===== config.mk =====
export PLATFORM = sky130hd
export DESIGN_NAME = pow_dispatch
export DESIGN_NICKNAME = d
export VERILOG_FILES = /design/src/rtl/pow_pkg.sv /design/src/rtl/pow_req_fifo.sv /design/src/rtl/pow_dispatch.sv
export SDC_FILE = /design/constraint.sdc
export NUM_CORES = 1
export LEC_CHECK = 0
export CAP_MARGIN = 40
export CORE_ASPECT_RATIO = 1.75
export CORE_MARGIN = 5
export CORE_UTILIZATION = 52
export DETAILED_ROUTE_END_ITERATION = 10
export PLACE_DENSITY = 0.78
export SETUP_SLACK_MARGIN = 0.3
export SLEW_MARGIN = 20
export SYNTH_ARGS = -nofsm -noshare
export SYNTH_HDL_FRONTEND = slang
export SYNTH_SLANG_ARGS = --single-unit

===== constraint.sdc =====
create_clock -name clk -period 4.02 [get_ports clk]
set_clock_uncertainty 0.2 [all_clocks]
set_input_delay 0.804 -clock clk [delete_from_list [all_inputs] [get_ports clk]]
set_output_delay 0.804 -clock clk [all_outputs]
set_load 0.005 [all_outputs]

===== src/rtl/pow_pkg.sv =====
// rtl/pow_pkg.sv - shared types for the power-engine request front-end
package pow_pkg;

    localparam int POW_W = 32;

    typedef enum logic [2:0] {
        IDLE,
        ISSUE,
        WAIT_BUSY,
        WAIT_DONE,
        RESP
    } pow_state_t;

    typedef struct packed {
        logic [POW_W-1:0] base;
        logic [POW_W-1:0] exp;
    } pow_job_t;

endpackage


===== src/rtl/pow_req_fifo.sv =====
// rtl/pow_req_fifo.sv - synchronous request FIFO with push/pop/full/empty/count
module pow_req_fifo #(
    parameter int WIDTH = 64,
    parameter int DEPTH = 4
) (
    input  logic                       clk,
    input  logic                       reset,
    input  logic                       push,
    input  logic                       pop,
    input  logic [WIDTH-1:0]           wdata,
    output logic [WIDTH-1:0]           rdata,
    output logic                       full,
    output logic                       empty,
    output logic [$clog2(DEPTH+1)-1:0] count
);

    localparam int AW = $clog2(DEPTH);
    localparam int CW = $clog2(DEPTH+1);

    logic [WIDTH-1:0] mem [DEPTH];
    logic [AW-1:0]    wptr;
    logic [AW-1:0]    rptr;
    logic             do_push;
    logic             do_pop;

    assign full    = (count == CW'(DEPTH));
    assign empty   = (count == '0);
    assign do_push = push && !full;
    assign do_pop  = pop && !empty;
    assign rdata   = mem[rptr];

    // Pointers are exactly AW bits, so they wrap modulo DEPTH on their own.
    always_ff @(posedge clk) begin
        if (reset) begin
            wptr  <= '0;
            rptr  <= '0;
            count <= '0;
        end else begin
            if (do_push) begin
                mem[wptr] <= wdata;
                wptr      <= wptr + AW'(1);
            end
            if (do_pop) begin
                rptr <= rptr + AW'(1);
            end
            count <= count + CW'(do_push) - CW'(do_pop);
        end
    end

endmodule


===== src/rtl/pow_dispatch.sv =====
// rtl/pow_dispatch.sv - queues (base, exp) requests and issues them one at a time to the power engine
// Optional build macro POW_DISPATCH_SHORTCUT_EN answers exp==0/1 without starting the engine.
module pow_dispatch
    import pow_pkg::*;
#(
    parameter int W     = POW_W,
    parameter int DEPTH = 4
) (
    input  logic         clk,
    input  logic         reset,
    input  logic         req_valid,
    output logic         req_ready,
    input  logic [W-1:0] req_base,
    input  logic [W-1:0] req_exp,
    output logic         rsp_valid,
    input  logic         rsp_ready,
    output logic [W-1:0] rsp_result,
    output logic         pw_start,
    output logic [W-1:0] pw_a,
    output logic [W-1:0] pw_b,
    input  logic         pw_done,
    input  logic [W-1:0] pw_result,
    output logic [15:0]  jobs_done
);

    localparam int CW = $clog2(DEPTH+1);

    pow_state_t    state;
    pow_job_t      wjob;
    pow_job_t      head;
    logic          full;
    logic          empty;
    logic          push;
    logic          pop;
    logic          shortcut;
    logic [CW-1:0] fifo_count;

    assign wjob      = '{base: req_base, exp: req_exp};
    assign req_ready = !full && !reset;
    assign push      = req_valid && req_ready;

    pow_req_fifo #(
        .WIDTH ($bits(pow_job_t)),
        .DEPTH (DEPTH)
    ) u_fifo (
        .clk   (clk),
        .reset (reset),
        .push  (push),
        .pop   (pop),
        .wdata (wjob),
        .rdata (head),
        .full  (full),
        .empty (empty),
        .count (fifo_count)
    );

    always_comb begin
        shortcut = 1'b0;
`ifdef POW_DISPATCH_SHORTCUT_EN
        shortcut = (head.exp == '0) || (head.exp == POW_W'(1));
`endif
        // Engine jobs wait for done so the engine is known idle before start.
        pop = (state == IDLE) && !empty && (pw_done || shortcut);
    end

    always_ff @(posedge clk) begin
        if (reset) begin
            state      <= IDLE;
            pw_start   <= 1'b0;
            pw_a       <= '0;
            pw_b       <= '0;
            rsp_valid  <= 1'b0;
            rsp_result <= '0;
            jobs_done  <= '0;
        end else begin
            case (state)
                IDLE: begin
                    if (pop) begin
                        if (shortcut) begin
                            rsp_result <= (head.exp == '0) ? W'(1) : head.base;
                            rsp_valid  <= 1'b1;
                            state      <= RESP;
                        end else begin
                            pw_a     <= head.base;
                            pw_b     <= head.exp;
                            pw_start <= 1'b1;
                            state    <= ISSUE;
                        end
                    end
                end
                ISSUE: begin
                    pw_start <= 1'b0;
                    state    <= WAIT_BUSY;
                end
                WAIT_BUSY: begin
                    if (!pw_done) state <= WAIT_DONE;
                end
                WAIT_DONE: begin
                    if (pw_done) begin
                        rsp_result <= pw_result;
                        rsp_valid  <= 1'b1;
                        state      <= RESP;
                    end
                end
                RESP: begin
                    if (rsp_ready) begin
                        rsp_valid <= 1'b0;
                        jobs_done <= jobs_done + 16'd1;
                        state     <= IDLE;
                    end
                end
                default: state <= IDLE;
            endcase
        end
    end

    fifo_bound: assert property (@(posedge clk) disable iff (reset) fifo_count <= CW'(DEPTH));

endmodule

After elaboration in Yosys (flattened, before gate mapping) --
Memory sizes are Yosys's and may differ from the RTL's. A register that Yosys moved wholly into a read port is not among the register bits. Cells that the tools add are included.
Word-level totals: bits in registers 60, latch bits 0, bits in writable memories 256, memory bits (read-only) 0, input bits 101, output and inout bits 115, memories kept 1
Operators by class: add/subtract/negate cells 5, multiply operators 0, divide/modulo/power cells 0, magnitude comparators 0, equality and inequality tests 9, shift operators 0, muxes and demuxes 13, bitwise logic cells 0, reduce and logical (&&, ||, !) cells 19
Memory list:
- u_fifo.mem | words 4, bits a word 64, rd ports 1, clocked after Yosys merged registers in 1, wr ports 1, RTL line pow_req_fifo.sv:20 | logic [WIDTH-1:0] mem [DEPTH];
Operators with widths (count):
- adder 16 x 1 -> 16 bit, second input constant | 1
- one-hot mux 3 bit (5 select lines) | 1
- two-way mux 3 bit | 4
- AND reduction 2 bit | 4
- == test 3 x 2 -> 1 bit, second input constant | 2
- == test 3 bit, second input constant | 2
- logical AND 1 bit | 6
- zero test 3 bit | 2
- two-way mux 1 bit | 6
- != test 2 bit, second input constant | 3
- adder 2 x 1 -> 2 bit, second input constant | 2
- one-hot mux 1 bit (2 select lines) | 2
- AND reduction 4 bit | 1
- nonzero test 2 bit | 2
- adder 3 x 1 -> 3 bit | 1
- == test 3 x 1 -> 1 bit, second input constant | 1
- zero test 1 bit | 3
- AND reduction 3 bit | 1
- subtractor 3 x 1 -> 3 bit | 1
- != test 2 x 1 -> 1 bit, second input constant | 1

Logic depth before layout (Yosys ltp) --
word-level depth 8, depth in mapped cells 12

By module --
Synthesis repeated with hierarchy kept, for this count alone.
Unflattened totals: cells, all modules 917, area total of the unflattened synthesis 13999.7 um^2
By module, submodules not included:
- pow_req_fifo | times used 1, cells an instance 385, area an instance 9790.6 um^2, sequential area each 7867.5 um^2
- pow_dispatch | times used 1, cells an instance 532, area an instance 4209.0 um^2, sequential area each 2342.2 um^2

Least setup slack after synthesis --
OpenSTA, ideal clock, no wires.
path kind input -> register, from input reset, to memory u_fifo.mem[1][0] (enable), library setup time 429 ps, arrival time 3109 ps, required time 3391 ps, path slack 282 ps, stages 3, path buffers 1, path through clkbuf_1 -> a211oi_1 -> and2_1
Between the ends: longest elaborated chain between the ends 7
Ends and longest elaborated chain:
- from (decl) | RTL line pow_dispatch.sv:10 | input logic reset,
- zero test 1 bit | RTL line pow_dispatch.sv:39 | assign req_ready = !full && !reset;
- logical AND 1 bit | RTL line pow_dispatch.sv:39
- logical AND 1 bit | RTL line pow_dispatch.sv:40 | assign push = req_valid && req_ready;
- logical AND 1 bit | RTL line pow_req_fifo.sv:28 | assign do_push = push && !full;
- two-way mux 1 bit | RTL line pow_req_fifo.sv:39 | if (do_push) begin
- two-way mux 1 bit * | RTL line pow_req_fifo.sv:34 | if (reset) begin
- two-way mux 1 bit (not written as such) * | RTL line pow_req_fifo.sv:40 | mem[wptr] <= wdata;
- to (decl) | RTL line pow_req_fifo.sv:20
Every way passes the cells marked *; elsewhere a longest branch is shown, timed or not.

Final worst setup path --
from input reset, to output req_ready
Between the ends: longest elaborated chain between the ends 2
Ends and longest elaborated chain:
- zero test 1 bit | RTL line pow_dispatch.sv:39
- logical AND 1 bit | RTL line pow_dispatch.sv:39
- to (decl) | RTL line pow_dispatch.sv:12 | output logic req_ready,
No other way between the ends.

==> flow_summary.yaml <==
timing:
  final-max-slew-violation-count: 0
  min_period_ns: 2.70
  worst_slew_pin_slew_ns: 0.805
  period_share: 0.672
  hold_viol_final: 0
  fin_tns_setup_ns: 0
  timing.slew.headroom: 0.463
  rsz0062_at_grt: "false"
  setup_viol: 0
  fmaxAchievable_mhz: 370
  hold_ws_ns: 0.252
yosys:
  synth_flop_cell: "edfxtp_1"
  synth_edf_count: 256
  postSynthAreaPerCell_sq_um: 15.3
  yosysWarningCount: 0
  yosysSeqAreaShare: 0.739
  netlist_area_sq_mm: 0.0138
  synth.distinct_cells: 37
  synth_seq_cells: 380
  synthCells: 902
  synth_nets: 1011
  synthArstFlopShare: 0
clock_network:
  htree_levels: 2
  clk_latency_ns: 0.52
  cts_made_buffers: 34
  holdBufCountCts: 0
  cts_resized: 0
  cts_tree: "done"
  cts_buffer_depth: 3
  postCtsSetupBuffers: 0
  cts.clk_slew.worst_paths_ns: 0.06
  root_buffer: "clkbuf_16"
  cts_sinks: 380
routing:
  dr.pass1.iters: 8
  avgViaCountPerCell: 5.48
  vias: 8046
  routedWlPerCell_um: 20.3
  totalWireLength_um: 29800
  postRouteAntennaNets: 0
  drc_errors: 0
  drt_iter0_markers: 435
worst_setup_path:
  cp.arrival_ns: 1.70
  startpoint_type: "input pin"
  cp_max_fo: 21
  ff2ff_setup_slack_ns: 1.50
  max_stage_delay_ns: 0.54
  critPathTopFamily: "buffers and inverters"
  criticalPathCategory: "input pin to output pin"
  worstPathRequired_ns: 3.02
  cp_num_buf_inv: 2
  cp-end-kind: "output pin"
  path_cells: "buf_4, a21oi_1, clkdlybuf4s50_1"
  slowest_stage: "clkdlybuf4s50_1"
place:
  dpl-instance-area_sq_mm: 0.0163
  routabilityCongestion: 0.750
  dp_hpwl_um: 18600
  port_buffers: 215
global_routing:
  gr-usage-all-layers: 0.198
  grt_pass1_wl_um: 46200
  grt-ovfl-total: 0
  grt_max_degree: 68
  grt_pass1_vias: 8319
  antenna_found_initial: 2
cells_and_area:
  fin_util: 0.671
  syn_to_final_growth_pct: 27.0
  nets: 1229
  final_layout_size_suffix_gt1_frac: 0.128
  finalInstanceArea_sq_mm: 0.0175
pwr:
  power_density_mw_per_mm2: 558
  p_total_mw: 9.76
  swShare: 0.251
  clockPowerShare: 0.327
  peakVddDrop_uv: 439
  p_sw_mw: 2.45
  seq_power_share: 0.486
  p_comb_frac: 0.187
  p_int_mw: 7.31
  leakage_nw: 5.65
flow_run:
  drv_cap: 0
floorplanning:
  die_area_sq_mm: 0.0300
  dieWidth_um: 133
  design.core.area_sq_mm: 0.0261
  die_h_um: 225
  start_util: 0.528
  io_pins: 216
  rows: 78
status:
  status: "complete, no violations"
hold_path:
  holdCritPathClass: "flip-flop to flip-flop"
-- state kept, by name (all words and copies together), names as in the netlist, 2 cells and up --
| register | cells |
|---|---|
| state | 3 |
| pw_a | 32 |
| u_fifo.mem | 256 |
| u_fifo.wptr | 2 |
| pw_b | 32 |
| rsp_result | 32 |
| u_fifo.count | 3 |
| u_fifo.rptr | 2 |
| jobs_done | 16 |
-- final cells by class --
type	instances	area [sq um]
antenna	2	5.00
clock buffer	46	1000
clock inverter	16	109
fill	1772	8580
inverter	8	30.0
multi-input combinational	463	3380
sequential	380	10200
tap	320	400
timing repair buffer	233	2380
-- layer usage --
layer  wire length (um)  global-route usage  vias to the layer above
met5                  0                   0                        -
met4                920              0.0775                        0
met3               1650              0.0378                       51
met2              15900               0.361                      249
met1              11300               0.230                     3980
li1                   -                   -                     3766
-- worst min-delay path, delay by kind of cell (launching register included) --
family / cells / cell delay (ns)
AO/OA/AOI/OAI: 1 / 0.05
AND/OR/NAND/NOR: 1 / 0.05
flip-flops: 1 / 0.31
-- through the flow --
stage	worst slack (ns)	std cells
2_1_floorplan	0.951	902
3_3_place_gp	0.949	1402
3_5_place_dp	0.898	1403
4_1_cts	1.29	1465
5_1_grt	1.25	1468
6_report	1.32	1468
-- cell usage in the layout (no fill, tap or decap), types with 3 or more instances in the layout --
| master | netlist | layout |
|---|---|---|
| a21oi_1 | 109 | 109 |
| and2_4 | 0 | 4 |
| and3_1 | 3 | 3 |
| buf_12 | 0 | 6 |
| buf_4 | 0 | 12 |
| clkbuf_1 | 41 | 6 |
| clkbuf_16 | 0 | 38 |
| clkdlybuf4s50_1 | 0 | 214 |
| clkinv_1 | 0 | 3 |
| clkinv_2 | 0 | 7 |
| clkinvlp_4 | 0 | 3 |
| dfxtp_1 | 124 | 122 |
| edfxtp_1 | 256 | 256 |
| ha_1 | 7 | 7 |
| inv_1 | 7 | 8 |
| mux4_2 | 64 | 64 |
| nand2_1 | 201 | 201 |
| nand3_1 | 7 | 7 |
| nand4_1 | 4 | 4 |
| nor2_1 | 17 | 16 |
| nor3_1 | 3 | 3 |
| o21ai_0 | 4 | 4 |
| o31ai_1 | 4 | 4 |
| or3_1 | 5 | 5 |
| or4_1 | 3 | 3 |
| xnor2_1 | 5 | 5 |
| xor2_1 | 7 | 7 |
-- synth_stat cells (all sizes together) (4+ instances only) --
library cell  instances  area, sq um
o21ai                 4         20.0
ha                    7         87.6
or3                   5         31.3
edfxtp              256         7690
o31ai                 4         30.0
and2                  4         25.0
inv                   8         30.0
nand4                 4         25.0
dfxtp               124         2480
xor2                  7         61.3
nor2                 17         63.8
mux4                 64         1440
a21oi               109          546
xnor2                 5         43.8
buf                  10         47.6
nand3                 7         35.0
or4                   4         33.8
clkbuf               41          154
nand2               201          754
-- path summary, 6_finish.rpt --
kind                              startpoint                    endpoint  depth (start not counted)
hold reg to reg        pw_b[17]$_SDFFE_PP0P_       pw_b[17]$_SDFFE_PP0P_                          2
setup / recovery                       reset                   req_ready                          3
setup reg to reg  u_fifo.count[1]$_SDFF_PP0_  u_fifo.count[2]$_SDFF_PP0_                         11
hold / removal         pw_b[17]$_SDFFE_PP0P_       pw_b[17]$_SDFFE_PP0P_                          2
-- cell families (layout without fill, tap and decap cells) --
group           Yosys count  count (layout)  share of synthesized area
compound gates          122             122                     0.0462
other cells               0               2                          0
fa+ha+maj                 8               8                    0.00782
flops                   380             380                      0.739
simple gates            257             257                     0.0782
mux                      64              64                      0.105
buf+inv                  59             303                     0.0168
xor+xnor                 12              12                    0.00763
-- power by group through the flow --
stage	Sequential (mW)	Combinational, mW	Clock, mW
after global placement	4.84	1.79	0
after global routing	4.80	2.00	3.43
after detailed placement	4.84	1.84	0
after floorplan	4.71	1.13	0
final	4.75	1.83	3.19
after CTS	4.76	1.86	3.25
No activity file was read; power rests on OpenSTA's default activity.
